`config.mk`:
```
export PLATFORM = sky130hd
export DESIGN_NAME = shutdown_sequencer
export DESIGN_NICKNAME = d
export VERILOG_FILES = /design/src/rtl/shutdown_pkg.sv /design/src/rtl/shutdown_sequencer.sv
export SDC_FILE = /design/constraint.sdc
export NUM_CORES = 1
export LEC_CHECK = 0
export BUFFER_PORTS_ARGS = -buffer_cell sky130_fd_sc_hd__buf_4
export CAP_MARGIN = 15
export CORE_MARGIN = 2
export CORE_UTILIZATION = 30
export DETAILED_ROUTE_END_ITERATION = 16
export PLACE_DENSITY = 0.56
export SYNTH_ARGS = -nofsm -noshare
export SYNTH_HDL_FRONTEND = slang
export SYNTH_SLANG_ARGS = --single-unit
```
`constraint.sdc`:
```
create_clock -name clk -period 5.3 [get_ports clk]
set_input_delay 1.06 -clock clk [delete_from_list [all_inputs] [get_ports clk]]
set_output_delay 1.06 -clock clk [all_outputs]
set_load 0.01 [all_outputs]
```
`src/rtl/shutdown_pkg.sv`:
```
// Shared constants for the power-button shutdown sequencer.
// Holds the state encoding and default timing values.
// Imported by the sequencer top.
package shutdown_pkg;

  localparam int STATE_W = 3;

  localparam int DEF_CNT_WIDTH = 24;
  localparam int DEF_LONG_CYC  = 12000000;
  localparam int DEF_ACK_TMO   = 5000000;
  localparam int DEF_DRAIN_CYC = 1000000;
  localparam int DEF_PWRUP_TMO = 2000000;

  typedef enum logic [STATE_W-1:0] {
    S_OFF   = 3'd0,
    S_PWRUP = 3'd1,
    S_RUN   = 3'd2,
    S_HOLD  = 3'd3,
    S_REQ   = 3'd4,
    S_DRAIN = 3'd5,
    S_FAULT = 3'd6
  } state_t;

endpackage

```
`src/rtl/shutdown_sequencer.sv`:
```
// Sequences board power from the debounced button: short press powers up, long press runs a graceful shutdown.
// Latency: transitions on the sampling edge; level outputs and pulses are valid the cycle after that edge.
// Backpressure: none; the host paces shutdown through shutdown_ack, bounded by the ack timeout.
module shutdown_sequencer
  import shutdown_pkg::*;
#(
  parameter int CNT_WIDTH = DEF_CNT_WIDTH,
  parameter int LONG_CYC  = DEF_LONG_CYC,
  parameter int ACK_TMO   = DEF_ACK_TMO,
  parameter int DRAIN_CYC = DEF_DRAIN_CYC,
  parameter int PWRUP_TMO = DEF_PWRUP_TMO
) (
  input  logic               clk,
  input  logic               rst,
  input  logic               btn_clean,
  input  logic               pwr_good,
  input  logic               shutdown_ack,
  output logic               pwr_en,
  output logic               shutdown_req,
  output logic               fault,
  output logic               short_press,
  output logic               ack_timeout,
  output logic [STATE_W-1:0] state
);

  // Terminal counts: each wait exits on the edge that sees cnt at PARAM-1.
  localparam logic [CNT_WIDTH-1:0] LONG_LAST  = CNT_WIDTH'(LONG_CYC - 1);
  localparam logic [CNT_WIDTH-1:0] ACK_LAST   = CNT_WIDTH'(ACK_TMO - 1);
  localparam logic [CNT_WIDTH-1:0] DRAIN_LAST = CNT_WIDTH'(DRAIN_CYC - 1);
  localparam logic [CNT_WIDTH-1:0] PWRUP_LAST = CNT_WIDTH'(PWRUP_TMO - 1);

  state_t                cur_st;
  state_t                nxt_st;
  logic [CNT_WIDTH-1:0]  cnt;
  logic                  btn_d;
  logic                  rise;
  logic                  set_sp;
  logic                  set_at;
  logic                  cnt_run;

  // A press only counts when the previous sample was low, so a held button never re-triggers.
  assign rise    = btn_clean & ~btn_d;
  assign cnt_run = (cur_st inside {S_PWRUP, S_HOLD, S_REQ, S_DRAIN});

  // Next-state decode; power-good loss is checked first so it beats button and ack events.
  always_comb begin
    nxt_st = cur_st;
    set_sp = 1'b0;
    set_at = 1'b0;
    case (cur_st)
      S_OFF: begin
        if (rise) nxt_st = S_PWRUP;
      end
      S_PWRUP: begin
        if (pwr_good)                nxt_st = S_RUN;
        else if (cnt == PWRUP_LAST)  nxt_st = S_FAULT;
      end
      S_RUN: begin
        if (!pwr_good)  nxt_st = S_FAULT;
        else if (rise)  nxt_st = S_HOLD;
      end
      S_HOLD: begin
        if (!pwr_good) begin
          nxt_st = S_FAULT;
        end else if (!btn_clean) begin
          nxt_st = S_RUN;
          set_sp = 1'b1;
        end else if (cnt == LONG_LAST) begin
          nxt_st = S_REQ;
        end
      end
      S_REQ: begin
        // An ack arriving on the timeout cycle still counts as a clean ack.
        if (!pwr_good) begin
          nxt_st = S_FAULT;
        end else if (shutdown_ack) begin
          nxt_st = S_DRAIN;
        end else if (cnt == ACK_LAST) begin
          nxt_st = S_DRAIN;
          set_at = 1'b1;
        end
      end
      S_DRAIN: begin
        // Rail stays up for the full drain regardless of pwr_good or the button.
        if (cnt == DRAIN_LAST) nxt_st = S_OFF;
      end
      S_FAULT: begin
        if (rise) nxt_st = S_OFF;
      end
      default: nxt_st = S_OFF;
    endcase
  end

  // State, shared counter, button history and one-cycle pulses; reset drops the rail at once.
  always_ff @(posedge clk or posedge rst) begin
    if (rst) begin
      cur_st      <= S_OFF;
      cnt         <= '0;
      btn_d       <= 1'b0;
      short_press <= 1'b0;
      ack_timeout <= 1'b0;
    end else begin
      btn_d       <= btn_clean;
      cur_st      <= nxt_st;
      short_press <= set_sp;
      ack_timeout <= set_at;
      if (nxt_st != cur_st)  cnt <= '0;
      else if (cnt_run)      cnt <= cnt + 1'b1;
    end
  end

  // Moore decode straight from the state register.
  assign pwr_en       = (cur_st inside {S_PWRUP, S_RUN, S_HOLD, S_REQ, S_DRAIN});
  assign shutdown_req = (cur_st == S_REQ);
  assign fault        = (cur_st == S_FAULT);
  assign state        = cur_st;

endmodule

```
# ---- Word level (Yosys, flattened, before mapping)
# Cells that the tools add are included.
dict set report totals {
  memories 0
  regBits 30
  mem_bits_ro 0
  latchBits 0
  input_bits 5
  elab_cells 46
  mem_bits_rw 0
  out_inout_bits 8
}
dict set report op_classes {
  multipliers 0
  eq_ne 11
  order_cmp 0
  n_reduce_logical 4
  n_bitwise 2
  div 0
  shift 0
  n_addsub 1
  mux 23
}
# operator count
set ops {}
lappend ops {{$mux 24} 2}
lappend ops {{$mux 3} 13}
lappend ops {{$add 24x1->24 const B} 1}
lappend ops {{$eq 24x20->1 const B} 1}
lappend ops {{$eq 24x21->1 const B} 1}
lappend ops {{$eq 24x23->1 const B} 1}
lappend ops {{$eq 24x24->1 const B} 1}
lappend ops {{$pmux 3 s7} 1}
lappend ops {{$eq 3x3->1 const B} 3}
lappend ops {{$mux 1} 7}
lappend ops {{$eq 3x2->1 const B} 2}
lappend ops {{$reduce_bool 5->1} 1}
lappend ops {{$reduce_bool 4->1} 1}
lappend ops {{$eq 3x1->1 const B} 1}
lappend ops {{$logic_not 3->1} 1}
lappend ops {{$ne 3x3->1} 1}
lappend ops {{$reduce_bool 2->1} 1}
lappend ops {{$and 1x1->1} 1}
lappend ops {{$not 1->1} 1}

# ---- Longest topological paths before layout
dict set report logic_depth {
  ltp_word 7
  ltp_mapped 9
  ltp_nobuf 7
}

# ---- Worst setup path before layout
# Ideal clock, no wire load.
dict set report synth_timing {
  path_type {in2reg}
  start {input pwr_good}
  end {register cnt[0]}
  setup_slack_ps 2706
  arrival_time_ps 2521
  setup_time_ps 73
  t_required_ps 5227
  stages 8
  path_buffers 3
  cell_sequence {clkbuf_1 > and3_1 > nand4_1 > o21ai_1 > or4_1 > buf_2 > buf_6 > a21oi_2}
}
dict set report synth_via {
  elab_chain_cells 4
  elab_cells_between_ends 8
  cone_classes {eq/ne (1); mux (6); reduce/logical (1)}
}
# item line
set synth_lines {}
lappend synth_lines {{start, declared} shutdown_sequencer.sv:16} ;# input logic pwr_good,
lappend synth_lines {{$mux 3, on equally long branches} --}
lappend synth_lines {{$pmux 3 s7 *} shutdown_sequencer.sv:50} ;# case (cur_st)
lappend synth_lines {{$ne 3x3->1 *} shutdown_sequencer.sv:107} ;# if (nxt_st != cur_st) cnt <= '0;
lappend synth_lines {{$mux 24 / $reduce_bool 2->1 (equally long branches)} --}
lappend synth_lines {{end signal, assigned} shutdown_sequencer.sv:108} ;# else if (cnt_run) cnt <= cnt + 1'b1;
lappend synth_lines {{end, declared} shutdown_sequencer.sv:34} ;# logic [CNT_WIDTH-1:0] cnt;
# Every way passes the cells marked *; elsewhere a longest branch is shown, timed or not.
# A chain may end at the register's enable or synchronous reset.

# ---- Final worst setup path
dict set report layout_timing {
  start {register cnt[3]}
  end {register cnt[20]}
}
dict set report layout_via {
  elab_chain_cells 7
  elab_cells_between_ends 19
  cone_classes {add/sub (1); eq/ne (5); mux (12); reduce/logical (1)}
}
# item line
set layout_lines {}
lappend layout_lines {{$eq 24x23->1 / $eq 24x24->1 (equally long branches)} {shutdown_sequencer.sv:78, shutdown_sequencer.sv:68}}
lappend layout_lines {{$mux 3, on equally long branches} {shutdown_sequencer.sv:78, shutdown_sequencer.sv:68}}
lappend layout_lines {{$mux 3, on equally long branches} {shutdown_sequencer.sv:76, shutdown_sequencer.sv:65}}
lappend layout_lines {{$mux 3, on equally long branches} {shutdown_sequencer.sv:74, shutdown_sequencer.sv:63}}
lappend layout_lines {{$pmux 3 s7} shutdown_sequencer.sv:50}
lappend layout_lines {{$ne 3x3->1} shutdown_sequencer.sv:107}
lappend layout_lines {{$mux 24 / $reduce_bool 2->1 (equally long branches)} --}
# Parallel ways exist; a longest one is shown, timed or not. The select of a mux whose other input is x is not followed.

==> impl_metrics.csv <==
group,metric,value,unit
run_status,outcome,"finished clean",
floorplanning,dieArea,8040,sq um
global_routing,track_usage,0.145,
power_and_ir_drop,power.leakage,0.885,nW
sta,finalSetupViolCount,0,
floorplanning,die_h,89.7,microns
global_routing,use_met1,0.202,
global_routing,grt-ovfl-total,0,
synth,synth-main-ff-cell,"dfrtp_1",
synth,syn-mean-instance-area,8.77,sq um
global_routing,global_route.usage.met3,0.0274,
clock_network,post_cts_buffers,0,
global_routing,grt_busiest_layer,"met2",
place,place_area,2350,sq um
synth,synth_nets,257,
route,wl_per_cell,15.0,microns
floorplanning,fp-row-count,31,
sta,fin_skew,12.3,ps
synth,synth.distinct_cells,50,
sta,fmax,359,MHz
setup_path,startpoint_type,"flip-flop",
synth,synth_edf_count,0,
global_routing,met2_usage,0.229,
synth,ys_seq_area_frac,0.341,
route,drt_iter0_markers,111,
clock_network,htreeDepth,2,
synth,yosys_register_bits,30,
clock_network,clockBufferDepth,2,
sta,min_period,2780,ps
clock_network,cts_hold_buf,0,
layout,multi_input_area,1330,sq um
power_and_ir_drop,ir_worst_vdd,0.000131,V
sta,hold_violations,0,
setup_path,crit_required,5510,ps
global_routing,grt_max_degree,31,
global_routing,grt_pass1_wl,8.97,mm
floorplanning,die_x,89.7,microns
layout,diodes,0,
sta,slew_violations,0,
layout,ff_latch_area,751,sq um
route,wl,5.28,mm
layout,num-nets-final,258,
sta,worst_slew_pin_slew,692,ps
synth,synth_area,2200,sq um
synth,synth_cells,251,
sta,finalSetupTns,0,ps
job,drv_cap,0,
sta,rsz0062_at_grt,"false",
route,drtPass1Iterations,4,
setup_path,cp_max_fo,24,
layout,fillerInstances,738,
clock_network,cts_tree,"built",
sta,period_share,0.525,
floorplanning,num_io_pins,13,
power_and_ir_drop,powerDensity,350,nW/um^2
setup_path,crit_arrival,2990,ps
clock_network,clkTransAtPathRegs,70,ps
clock_network,cts_buffers,5,
global_routing,grt_pass1_vias,1741,
clock_network,clkSinkCount,30,
synth,synthesis.yosys.warnings,0,
layout,synthToLayoutAreaGrowth,13.3,%
global_routing,antenna_found_initial,0,
clock_network,root_buffer,"clkbuf_8",
place,finalWeightedCongestion,0.800,
route,ant_nets,0,
clock_network,cts-resized-gates,0,
layout,fin_area,2490,sq um
setup_path,endpoint_kind,"flip-flop",
place,hpwlAfterDp,3.42,mm
layout,drive_gt1_frac,0.209,
floorplanning,start_util,0.307,
sta,setup_ws,2520,ps
synth,postSynth.asyncResetShare,1.00,
sta,maxSlewHeadroom,0.538,
route,vias,1852,
route,drc,0,
floorplanning,core_area,7180,sq um
setup_path,criticalPathCategory,"reg2reg",
hold_path,holdCritPathClass,"reg2reg",
place,port_buffers,12,
clock_network,clkLatencyLatePin,290,ps
place,dp_slack,2400,ps
route,routed_via_density,5.26,
placed cells by master, fill, tap and decap left out, drive strengths merged, types with 2 or more instances in the layout:
master	instances
buf	16
or2	2
nand3	9
dfrtp	30
a21boi	2
o31ai	2
xnor2	20
and2	3
nor2	14
nor4	15
or3b	2
xor2	3
nand4bb	3
clkbuf	6
nor3	7
and4	2
nand4	9
inv	8
nor2b	4
bufinv	2
and3	4
or4	2
nand4b	2
or3	25
nand2	13
o21ai	2
a21oi	28
a21o	3
o22ai	2
Yosys cell counts, drive strengths merged, types with 2 or more instances:
| cell type | instances | share of area |
|---|---|---|
| nor2b | 4 | 0.011 |
| clkbuf | 13 | 0.022 |
| and3 | 4 | 0.011 |
| dfrtp | 30 | 0.34 |
| or2 | 2 | 0.0057 |
| a21o | 3 | 0.010 |
| and4 | 2 | 0.0080 |
| a21boi | 2 | 0.0068 |
| xor2 | 3 | 0.012 |
| a21oi | 28 | 0.098 |
| o21ai | 2 | 0.0045 |
| and2 | 3 | 0.0085 |
| nand3 | 9 | 0.020 |
| or3b | 2 | 0.0080 |
| o31ai | 2 | 0.0091 |
| or4 | 2 | 0.0085 |
| o22ai | 2 | 0.0057 |
| nand4bb | 3 | 0.015 |
| nor2 | 14 | 0.024 |
| inv | 8 | 0.014 |
| nand4b | 2 | 0.0080 |
| or3 | 25 | 0.071 |
| nor3 | 7 | 0.018 |
| buf | 9 | 0.024 |
| nand4 | 9 | 0.026 |
| nand2 | 13 | 0.022 |
| xnor2 | 20 | 0.080 |
| nor4 | 15 | 0.045 |
state kept, by name, indices dropped and copies added (netlist names):
| register | cells |
|---|---|
| ack_timeout | 1 |
| state | 3 |
| btn_d | 1 |
| short_press | 1 |
| cnt | 24 |
critical path, stage by stage (launching register included):
cell     delay [ps]
dfrtp_1         460
nand4_1         190
or2_1           500
nor4b_4         470
o21ai_1         180
or4_1           420
buf_4           270
a21oi_1         190
per-stage QoR:
| stage | util | power, W | hold WS (ps) | instances |
|---|---|---|---|---|
| floorplan | - | 0.000516 | 621 | 251 |
| global placement | 0.328 | 0.000587 | 651 | 344 |
| detailed placement | 0.328 | 0.000589 | 645 | 344 |
| CTS | 0.348 | 0.000883 | 668 | 352 |
| global route | 0.348 | 0.000932 | 705 | 352 |
| finish | 0.348 | 0.000873 | 664 | 352 |
final timing paths:
kind | start | end | slack (ps) | cells after the start
max reg2reg | cnt[3] | cnt[20] | 2520 | 7
max in group asynchronous | rst | cnt[8] | 4150 | 3
min | cnt[23] | cnt[23] | 660 | 3
min in group asynchronous | rst | cnt[0] | 850 | 3
min reg2reg | cnt[23] | cnt[23] | 660 | 3
max | cnt[3] | cnt[20] | 2520 | 7
area by class of cell:
cell class / instances / share of cell area
Multi-Input combinational cell: 191 / 0.532
Sequential cell: 30 / 0.301
Tap cell: 99 / 0.0497
Timing Repair Buffer: 16 / 0.0482
Clock buffer: 6 / 0.0331
Clock inverter: 2 / 0.0241
Inverter: 8 / 0.0120
logic make-up after synthesis:
kind of cell | synth area share
buf+inv | 0.0603
compound gates | 0.157
flops | 0.341
mux | 0.00966
xor+xnor | 0.0915
fa+ha+maj | 0.00568
simple gates | 0.335
report_power, final:
| part | leakage [nW] | switching (W) | internal [W] |
|---|---|---|---|
| sequential | 0.411 | 0.0000420 | 0.000244 |
| combinational | 0.403 | 0.000190 | 0.000105 |
| clock | 0.0714 | 0.0000910 | 0.000201 |
layer usage:
metal  up-vias  wire length (microns)  part of all wire
met3         5                    217             0.041
met2        51                   2390              0.45
met5         -                      0                 0
li1        913                      -                 -
met1       883                   2610              0.49
met4         0                     57             0.011
No activity file was read; power rests on OpenSTA's default activity.
